<file path="config.mk">
export PLATFORM = sky130hd
export DESIGN_NAME = ex_muldiv_unit
export DESIGN_NICKNAME = d
export VERILOG_FILES = /design/src/rtl/riscv_pkg.sv /design/src/rtl/muldiv_sign_fix.sv /design/src/rtl/ex_muldiv_unit.sv
export SDC_FILE = /design/constraint.sdc
export NUM_CORES = 1
export LEC_CHECK = 0
export ABC_AREA = 1
export CORE_UTILIZATION = 32
export CTS_BUF_LIST = sky130_fd_sc_hd__clkbuf_16
export CTS_CLUSTER_DIAMETER = 120
export DETAILED_ROUTE_END_ITERATION = 8
export PLACE_DENSITY = 0.51
export SYNTH_ARGS = -nofsm -noshare
export SYNTH_HDL_FRONTEND = slang
export SYNTH_SLANG_ARGS = --single-unit
</file>
<file path="constraint.sdc">
create_clock -name clk -period 5.9 [get_ports clk]
set_input_delay 1.18 -clock clk [delete_from_list [all_inputs] [get_ports clk]]
set_output_delay 1.18 -clock clk [all_outputs]
set_load 0.02 [all_outputs]
</file>
<file path="src/rtl/riscv_pkg.sv">
// Shared RV32 definitions used by the M-extension execute unit.
package riscv_pkg;

   localparam logic [6:0] OPCODE_OP     = 7'b0110011;
   localparam logic [6:0] FUNCT7_MULDIV = 7'b0000001;

   localparam logic [2:0] F3_MUL    = 3'b000;
   localparam logic [2:0] F3_MULH   = 3'b001;
   localparam logic [2:0] F3_MULHSU = 3'b010;
   localparam logic [2:0] F3_MULHU  = 3'b011;
   localparam logic [2:0] F3_DIV    = 3'b100;
   localparam logic [2:0] F3_DIVU   = 3'b101;
   localparam logic [2:0] F3_REM    = 3'b110;
   localparam logic [2:0] F3_REMU   = 3'b111;

   typedef enum logic [1:0] {
      IDLE = 2'd0,
      CALC = 2'd1,
      DONE = 2'd2
   } md_state_e;

   function automatic logic f3_is_div(input logic [2:0] f3);
      return f3[2];
   endfunction

   function automatic logic f3_is_rem(input logic [2:0] f3);
      return f3[2] & f3[1];
   endfunction

   // rs1 is a signed operand for MULH, MULHSU, DIV, REM
   function automatic logic f3_rs1_signed(input logic [2:0] f3);
      return (f3 == F3_MULH) || (f3 == F3_MULHSU) || (f3 == F3_DIV) || (f3 == F3_REM);
   endfunction

   // rs2 is a signed operand for MULH, DIV, REM
   function automatic logic f3_rs2_signed(input logic [2:0] f3);
      return (f3 == F3_MULH) || (f3 == F3_DIV) || (f3 == F3_REM);
   endfunction

endpackage

</file>
<file path="src/rtl/muldiv_sign_fix.sv">
// Conditional two's-complement negation: absolute value of a signed operand
// on accept, and sign restoration of the unsigned result on fixup.
module muldiv_sign_fix #(
   parameter int W = 32
) (
   input  logic [W-1:0] val_i,
   input  logic         neg_i,
   output logic [W-1:0] val_o
);

   assign val_o = neg_i ? (~val_i + W'(1)) : val_i;

endmodule

</file>
<file path="src/rtl/ex_muldiv_unit.sv">
// Iterative RV32M multiply/divide unit. Operates on magnitudes, one
// shift-add (multiply) or restoring (divide) step per cycle, then restores
// the sign. Divide-by-zero and signed overflow bypass the iteration.
module ex_muldiv_unit
   import riscv_pkg::*;
#(
   parameter int XLEN  = 32,
   parameter int CNT_W = 5
) (
   input  logic            clk,
   input  logic            rst,
   input  logic            valid_i,
   input  logic            flush_i,
   input  logic [2:0]      funct3_i,
   input  logic [XLEN-1:0] rs1_data_i,
   input  logic [XLEN-1:0] rs2_data_i,
   input  logic [4:0]      rd_addr_i,
   output logic            stall_o,
   output logic            result_valid_o,
   output logic [XLEN-1:0] result_o,
   output logic [4:0]      rd_addr_o
);

   md_state_e        state, state_nxt;
   logic [CNT_W-1:0] cnt;
   logic [2:0]       f3_q;
   logic [4:0]       rd_q;
   logic             neg_q;
   // opd_q: multiplicand (mul) or divisor (div); hi_q/lo_q: accumulator
   // halves, or partial remainder / dividend-shifting-into-quotient
   logic [XLEN-1:0]  opd_q, hi_q, lo_q;

   // ---------------- accept path ----------------
   logic            rs1_neg, rs2_neg;
   logic [XLEN-1:0] rs1_abs, rs2_abs;
   logic            div_zero, div_ovf, special;
   logic [XLEN-1:0] special_res;
   logic            accept, last_iter;

   assign rs1_neg = f3_rs1_signed(funct3_i) & rs1_data_i[XLEN-1];
   assign rs2_neg = f3_rs2_signed(funct3_i) & rs2_data_i[XLEN-1];

   muldiv_sign_fix #(.W(XLEN)) u_abs_rs1 (.val_i(rs1_data_i), .neg_i(rs1_neg), .val_o(rs1_abs));
   muldiv_sign_fix #(.W(XLEN)) u_abs_rs2 (.val_i(rs2_data_i), .neg_i(rs2_neg), .val_o(rs2_abs));

   assign div_zero = f3_is_div(funct3_i) & (rs2_data_i == '0);
   // DIV/REM only (funct3[0]==0): most-negative / -1
   assign div_ovf  = f3_is_div(funct3_i) & ~funct3_i[0]
                   & (rs1_data_i == {1'b1, {(XLEN-1){1'b0}}}) & (rs2_data_i == '1);
   assign special  = div_zero | div_ovf;

   // architectural results for the cases that skip iteration
   always_comb begin
      special_res = '0;
      if (div_zero)
         special_res = f3_is_rem(funct3_i) ? rs1_data_i : '1;
      else if (div_ovf)
         special_res = f3_is_rem(funct3_i) ? '0 : rs1_data_i;
   end

   assign accept    = (state == IDLE) & valid_i & ~flush_i;
   assign last_iter = (state == CALC) & (cnt == CNT_W'(XLEN - 1));

   // ---------------- iteration step ----------------
   logic [XLEN:0]     mul_sum, div_sh, div_diff;
   logic [XLEN-1:0]   hi_n, lo_n;
   logic [2*XLEN-1:0] fix_in, fix_out;
   logic [XLEN-1:0]   fix_res;

   assign mul_sum  = {1'b0, hi_q} + (lo_q[0] ? {1'b0, opd_q} : '0);
   assign div_sh   = {hi_q, lo_q[XLEN-1]};
   assign div_diff = div_sh - {1'b0, opd_q};

   // next accumulator: shift-add for multiply, restore-or-keep for divide
   always_comb begin
      hi_n = mul_sum[XLEN:1];
      lo_n = {mul_sum[0], lo_q[XLEN-1:1]};
      if (f3_is_div(f3_q)) begin
         hi_n = div_diff[XLEN] ? div_sh[XLEN-1:0] : div_diff[XLEN-1:0];
         lo_n = {lo_q[XLEN-2:0], ~div_diff[XLEN]};
      end
   end

   // sign fixup applies to the final step's output so the result is ready
   // on the CALC->DONE edge
   assign fix_in = f3_is_div(f3_q) ? {{XLEN{1'b0}}, (f3_is_rem(f3_q) ? hi_n : lo_n)}
                                   : {hi_n, lo_n};

   muldiv_sign_fix #(.W(2*XLEN)) u_fix (.val_i(fix_in), .neg_i(neg_q), .val_o(fix_out));

   assign fix_res = ((f3_q == F3_MUL) || f3_is_div(f3_q)) ? fix_out[XLEN-1:0]
                                                          : fix_out[2*XLEN-1:XLEN];

   // ---------------- control ----------------
   // state register
   always_ff @(posedge clk) begin
      if (rst) state <= IDLE;
      else     state <= state_nxt;
   end

   // next state and handshake outputs; flush overrides accept and completion
   always_comb begin
      state_nxt      = state;
      stall_o        = valid_i & ~flush_i & ~rst & (state != DONE);
      result_valid_o = (state == DONE) & ~flush_i & ~rst;
      case (state)
         IDLE:    if (accept)    state_nxt = special ? DONE : CALC;
         CALC:    if (last_iter) state_nxt = DONE;
         DONE:                   state_nxt = IDLE;
         default:                state_nxt = IDLE;
      endcase
      if (flush_i) state_nxt = IDLE;
   end

   // operand latch, iteration datapath and result register
   always_ff @(posedge clk) begin
      if (rst) begin
         cnt       <= '0;
         f3_q      <= '0;
         rd_q      <= '0;
         neg_q     <= 1'b0;
         opd_q     <= '0;
         hi_q      <= '0;
         lo_q      <= '0;
         result_o  <= '0;
         rd_addr_o <= '0;
      end else if (flush_i) begin
         cnt <= '0;
      end else if (accept) begin
         cnt   <= '0;
         f3_q  <= funct3_i;
         rd_q  <= rd_addr_i;
         neg_q <= f3_is_rem(funct3_i) ? rs1_neg : (rs1_neg ^ rs2_neg);
         hi_q  <= '0;
         opd_q <= f3_is_div(funct3_i) ? rs2_abs : rs1_abs;
         lo_q  <= f3_is_div(funct3_i) ? rs1_abs : rs2_abs;
         if (special) begin
            result_o  <= special_res;
            rd_addr_o <= rd_addr_i;
         end
      end else if (state == CALC) begin
         hi_q <= hi_n;
         lo_q <= lo_n;
         cnt  <= cnt + CNT_W'(1);
         if (last_iter) begin
            cnt       <= '0;
            result_o  <= fix_res;
            rd_addr_o <= rd_q;
         end
      end
   end

endmodule

</file>
==> summary.txt, run 1 <==
Cells and area
  • Final Util: 0.369
  • Synth-to-layout area growth: 13.3%
  • Share of cells above drive strength 1: 0.0629
  • Final-stage net count: 3476

Detailed routing
  • Vias per cell: 5.21
  • Routed WL: ~86000 µm
  • Via count: between 20000 and 25000
  • Drc violations: 0
  • First-pass DRT Iterations: 6
  • Antenna-violating nets left: 0
  • Post-DR wirelength/cell: ~21 µm
  • DRT iter0 DRCs: 2182

Clocking
  • Clk pin slew, worst setup/hold paths: 70 ps
  • CTS Buffer Depth: 2
  • Worst-skew pair later-pin latency: approximately 490 ps
  • CTS resizes: 0
  • Clk root buf: clkbuf_16
  • CTS Buf Count: 17
  • # clock sinks: roughly 150
  • Post-CTS Setup Inserts: 0
  • CTS tree: yes
  • H-Tree Depth: 4
  • CTS Hold Bufs: 0

Worst setup path
  • Crit-path slowest cell: dfxtp_1
  • Worst EP required: roughly 6300 ps
  • Startpoint types: register
  • CP delay by family, top: simple AND/OR/NAND/NOR gates
  • Most common cell on crit path: nand2_1
  • CP bufs+invs: 3
  • CP arrival: between 5000 and 6000 ps
  • Crit Path Category: register to register
  • Slack of the worst reg-to-reg path: approximately 960 ps
  • Crit end category: register
  • Crit path max fanout: 20
  • Slowest stage delay, CP: roughly 480 ps

Logic synthesis
  • Seq cells post-synth: roughly 150
  • Largest cells by area after synthesis: nand2_1, dfxtp_1, inv_1, nor2_1, nand3_1
  • Cell taking the most area after synthesis: nand2_1
  • Sequential cell area fraction in the yosys report: 0.165
  • Netlist cell types: 62
  • Ys flop type: dfxtp_1
  • Asr flop ratio synth: 0
  • Syn avg cell area: roughly 5.5 µm²
  • Syn Nets: around 3400
  • Syn Std Cell Area: between 15000 and 20000 µm²
  • Synthesized instance count: approximately 3300
  • Post-synth top area share: 0.213
  • Ys Warns: 0
  • Post-synth EDFFs: 0

Min path
  • Hold Path Class: register to register

Global routing
  • Grt ovf: 0
  • GRT Total Usage: 0.302
  • Largest net degree at the start of global routing: 75
  • Vias in the first global route: between 15000 and 20000
  • First-pass GRT wire length: between 100000 and 150000 µm
  • Initial antenna violation count: 2

STA
  • Crit share post-route: 0.837
  • RSZ-0062 raised after global routing: no
  • Worst-margin pin slew: approximately 1100 ps
  • Final setup fails: 0
  • Clock period minus worst slack: roughly 5000 ps
  • Max-slew violations: 0
  • Final hold violation count: 0
  • Post-Route Setup TNS: 0 ps
  • Relative slew slack: 0.229
  • Worst setup margin: between 900 and 1000 ps
  • Clock skew: roughly 14 ps
  • Fmax: ~200 MHz

Floorplan
  • Initial core utilization: 0.325
  • IO Count: between 100 and 150
  • Total die area: 57300 µm²
  • Site Rows: 86
  • Die Span Y: between 200 and 250 µm
  • Die X: approximately 240 µm
  • Total core area: between 50000 and 60000 µm²

Power
  • Leakage: about 11 nW
  • Maximum vdd ir drop: 234 µV
  • PwrDens: 189 nW/µm²
  • Tot Pwr: between 3 and 4 mW

Placement
  • Placer Congestion: ~1
  • IO Port Bufs: around 110
  • Setup Slack @ Placement: 908 ps
  • Dpl hpwl: between 70000 and 80000 µm

Job
  • Max-cap violations: 0

Run status
  • Status: finished clean
[final cells by class]
class                           count  area (µm²)
Antenna cell                        1        2.50
Clock buffer                       17         425
Clock inverter                     15         145
Fill cell                        6324       35000
Inverter                          524        1970
Multi-Input combinational cell   2489       12600
Sequential cell                   149        2990
Tap cell                          748         936
Timing Repair Buffer              147        1380
[Yosys cell counts, drive strengths merged, types with 2 or more instances]
master and count:
and3 4, dfxtp 149, xor2 55, or2 9, o211ai 25, a22oi 6, a31oi 14, nor3 55
nand2 1072, a211oi 9, nor2 357, a21boi 8, a221oi 11, inv 519, nand4 40, o21a 6
a21oi 191, ha 70, xnor2 24, and2 5, buf 40, a21o 8, mux2i 6, o31ai 5
clkbuf 76, o22ai 6, nand3 243, o21ai 185, o221ai 16, nand3b 32, o21bai 10, clkinv 5
fa 2, nor4 11
[logic make-up after synthesis]
family | Yosys count | share of synthesized area
muxes | 6 | 0.00333
DFF | 149 | 0.165
and+or+nand+nor | 1830 | 0.443
adders and majority gates | 72 | 0.0508
AOI/OAI and AO/OA | 502 | 0.161
buffers and inverters | 640 | 0.138
xor gates and xnor gates | 79 | 0.0384
[placed cells by master (no fill, tap or decap), types with 50 or more instances in the layout]
cell and n:
nand2_1 1021, inv_1 501, nor2_1 321, nand3_1 232, a21oi_1 184, o21ai_0 173
dfxtp_1 147, clkdlybuf4s50_1 113, ha_1 70, xor2_1 55, nor3_1 50
[path summary, 6_finish.rpt]
path                              start                         to  depth (start not counted)
setup / recovery  opd_q[0]$_SDFFE_PP0P_  result_o[24]$_SDFFE_PP0P_                         30
hold / removal      cnt[4]$_SDFFE_PP0P_        cnt[4]$_SDFFE_PP0P_                          2
setup reg to reg  opd_q[0]$_SDFFE_PP0P_  result_o[24]$_SDFFE_PP0P_                         30
hold reg to reg     cnt[4]$_SDFFE_PP0P_        cnt[4]$_SDFFE_PP0P_                          2
[tightest hold or removal path, stage by stage (launching register included)]
cell     delay [ps]
dfxtp_1         320
nand2_1          60
a21oi_1          60
[where the power goes]
group | switching [mW] | internal [mW] | leakage [nW]
clock network | 0.519 | 0.588 | 0.272
registers | 0.0521 | 1.06 | 1.22
logic | 1.17 | 0.484 | 9.02
[layer usage]
metal  up-vias  track usage  share of wire
met5         -            0              0
met4         0        0.118          0.040
met3       137       0.0505          0.075
met2       868        0.487           0.45
met1      9746        0.398           0.44
li1      10600            -              -
[registers in the layout (all words and copies together) (netlist names)]
name,cells
hi_q,32
lo_q,32
f3_q,3
rd_addr_o,5
rd_q,5
cnt,5
neg_q,1
result_o,32
state,2
opd_q,32
[per-stage QoR]
step / hold WS, ps / instance area (µm²) / instances
after floorplan: 448 / 18000 / 3278
after global placement: 465 / 19900 / 4057
after detailed placement: 475 / 19900 / 4057
after CTS: 485 / 20400 / 4089
after global routing: 510 / 20400 / 4089
final: 482 / 20400 / 4090
Power figures use the tool's default switching activity.
==> run 2: changes to the inputs <==
--- a/config.mk
+++ b/config.mk
@@ -10,7 +10,7 @@
 export CTS_BUF_LIST = sky130_fd_sc_hd__clkbuf_16
 export CTS_CLUSTER_DIAMETER = 120
 export DETAILED_ROUTE_END_ITERATION = 8
-export PLACE_DENSITY = 0.51
+export PLACE_DENSITY = 0.53
 export SYNTH_ARGS = -nofsm -noshare
 export SYNTH_HDL_FRONTEND = slang
 export SYNTH_SLANG_ARGS = --single-unit
==> constraint.sdc (replaced) <==
create_clock -name clk -period 4.4 [get_ports clk]
set_input_delay 0.88 -clock clk [delete_from_list [all_inputs] [get_ports clk]]
set_output_delay 0.88 -clock clk [all_outputs]
set_load 0.02 [all_outputs]
==> run 2 against run 1 <==
Effect of this change:
- die area unchanged
- worst setup slack got worse by 810 ps
- worst hold slack got worse by 3.6 ps
- routed wire length increased by 3.1%
- flip-flop and latch count unchanged
- via count increased by 5.5%
- utilization increased by 4.0 points
- global-route usage increased by 0.64 points
- critical path depth unchanged
- final area increased by 11%
- maximum frequency increased by 16%
- clock power increased by 41%
- critical endpoint is now result_o[21]$_SDFFE_PP0P_
- largest cell class unchanged
- highest routed layer unchanged
==> summary.txt, run 2 (synthesis results as in run 1) <==
Worst setup path
  • Most common cell on crit path: nand2_1 (unchanged)
  • Crit Path Category: register to register (unchanged)
  • Crit end category: register (unchanged)
  • Crit-path slowest cell: dfxtp_1 (unchanged)
  • Worst EP required: 4750 ps (was 6260 ps)
  • Crit path max fanout: 7 (was 20)
  • CP arrival: 4600 ps (was 5300 ps)
  • Slowest stage delay, CP: 330 ps (was 480 ps)
  • Startpoint types: register (unchanged)

Cells and area
  • Final cell count without fillers: 4308 (was 4090)
  • Antenna cells: 0 (was 1)
  • Most common cell after layout, fill and taps aside: nand2_1 (unchanged)
  • Most frequent cells in the layout: nand2_1, inv_1, nor2_1 (unchanged)
  • Final-stage net count: 3695 (was 3476)
  • Synth-to-layout area growth: 25.7% (was 13.3%)
  • Fillers: 6211 (was 6324)
  • Share of cells above drive strength 1: 0.152 (was 0.0629)

Floorplan
  • IO Count: 115 (unchanged)
  • Die Span Y: 239 µm (unchanged)
  • Total core area: 55400 µm² (unchanged)
  • Site Rows: 86 (unchanged)
  • Total die area: 57300 µm² (unchanged)
  • Die X: 239 µm (unchanged)
  • Initial core utilization: 0.325 (unchanged)

Global routing
  • First-pass GRT wire length: 131000 µm (was 127000 µm)
  • Initial antenna violation count: 2 (unchanged)
  • GRT Total Usage: 0.308 (was 0.302)
  • Vias in the first global route: 20700 (was 19900)
  • Largest net degree at the start of global routing: 66 (was 75)
  • Grt ovf: 0 (unchanged)

Run status
  • Status: finished clean (unchanged)

Detailed routing
  • Antenna-violating nets left: 0 (unchanged)
  • Vias per cell: 5.22 (was 5.21)
  • First-pass DRT Iterations: 6 (unchanged)
  • Post-DR wirelength/cell: 20.6 µm (was 21.1 µm)
  • Drc violations: 0 (unchanged)
  • DRT iter0 DRCs: 2361 (was 2182)
  • Routed WL: 88800 µm (was 86100 µm)
  • Via count: 22500 (was 21300)

Clocking
  • CTS Buf Count: 17 (unchanged)
  • # clock sinks: 149 (unchanged)
  • Clk root buf: clkbuf_16 (unchanged)
  • H-Tree Depth: 4 (unchanged)
  • CTS Buffer Depth: 2 (unchanged)
  • CTS tree: yes (unchanged)
  • Worst-skew pair later-pin latency: 470 ps (was 490 ps)
  • CTS Hold Bufs: 0 (unchanged)
  • Clk pin slew, worst setup/hold paths: 70 ps (about the same)

Power
  • PwrDens: 247 nW/µm² (was 189 nW/µm²)
  • Leakage: 11.6 nW (was 10.5 nW)
  • Maximum vdd ir drop: 311 µV (was 234 µV)

STA
  • Final hold violation count: 0 (unchanged)
  • Max-slew violations: 0 (unchanged)
  • Clock period minus worst slack: 4250 ps (was 4940 ps)
  • Relative slew slack: 0.444 (was 0.229)
  • Final setup fails: 0 (unchanged)
  • Crit share post-route: 0.966 (was 0.837)
  • Fmax: 235 MHz (was 202 MHz)
  • Clock skew: 16.3 ps (was 14.4 ps)
  • Hold WS: 478 ps (was 482 ps)
  • Worst-margin pin slew: 834 ps (was 1140 ps)
  • RSZ-0062 raised after global routing: yes (was no)

Placement
  • Placed cell count: 4270 (was 4057)
  • Dpl hpwl: 73800 µm (was 71200 µm)
  • Placer Congestion: 1.03 (was 0.981)
  • IO Port Bufs: 114 (unchanged)

Min path
  • Hold Path Class: register to register (unchanged)

Job
  • Max-cap violations: 0 (unchanged)
-- run 2: through the flow --
step	TNS, ps	setup WS [ps]	cell area [µm²]	utilization	total power [mW]
global placement	0	87.1	21500	0.389	3.93
detailed placement	0	89.0	21500	0.389	3.92
global route	-208	-39.8	22700	0.409	5.85
finish	0	152	22700	0.409	5.61
floorplan	0	775	18000	-	2.89
CTS	0	32.4	22100	0.400	5.48
-- run 2: repair_timing --
item                       in CTS  in global routing
resized for setup               0                134
setup endpoints to repair       0                 32
setup buffers                   0                  6
-- run 2: power breakdown --
group / leakage (nW) / internal [mW] / switching [mW] / total [mW]
Clock: 0.295 / 0.818 / 0.752 / 1.57
Combinational: 10.1 / 0.880 / 1.67 / 2.55
Sequential: 1.22 / 1.42 / 0.0693 / 1.49
Total: 11.6 / 3.12 / 2.49 / 5.61
-- run 2: cell type report --
type                            count  area, µm²  area share
Sequential cell                   149       3000       0.132
Multi-Input combinational cell   2489      13100       0.576
Clock inverter                     15        176     0.00778
Tap cell                          748        936      0.0413
Clock buffer                       17        425      0.0188
Inverter                          524       1970      0.0867
Timing Repair Buffer              366       3100       0.137
-- run 2: path summary, 6_finish.rpt --
path	startpoint	endpoint	slack, ps	depth (start not counted)
setup reg to reg	lo_q[0]$_SDFFE_PP0P_	result_o[21]$_SDFFE_PP0P_	150	30
hold reg to reg	cnt[4]$_SDFFE_PP0P_	cnt[4]$_SDFFE_PP0P_	480	2
setup / recovery	lo_q[0]$_SDFFE_PP0P_	result_o[21]$_SDFFE_PP0P_	150	30
hold / removal	cnt[4]$_SDFFE_PP0P_	cnt[4]$_SDFFE_PP0P_	480	2
-- run 2: worst max-delay path: cells and delay by family (launching register included) --
| kind | cells | cell delay (ps) |
|---|---|---|
| and+or+nand+nor | 17 | 1990 |
| buffers and inverters | 8 | 1030 |
| AOI/OAI and AO/OA | 4 | 520 |
| DFF | 1 | 330 |
| adders and majority gates | 1 | 280 |
-- run 2: metal layers --
layer / vias up / track usage / wire length (µm)
met3: 164 / 0.0408 / 7160
met1: 10300 / 0.417 / 38700
li1: 11000 / - / -
met5: - / 0 / 0
met2: 998 / 0.487 / 38800
met4: 0 / 0.133 / 4170
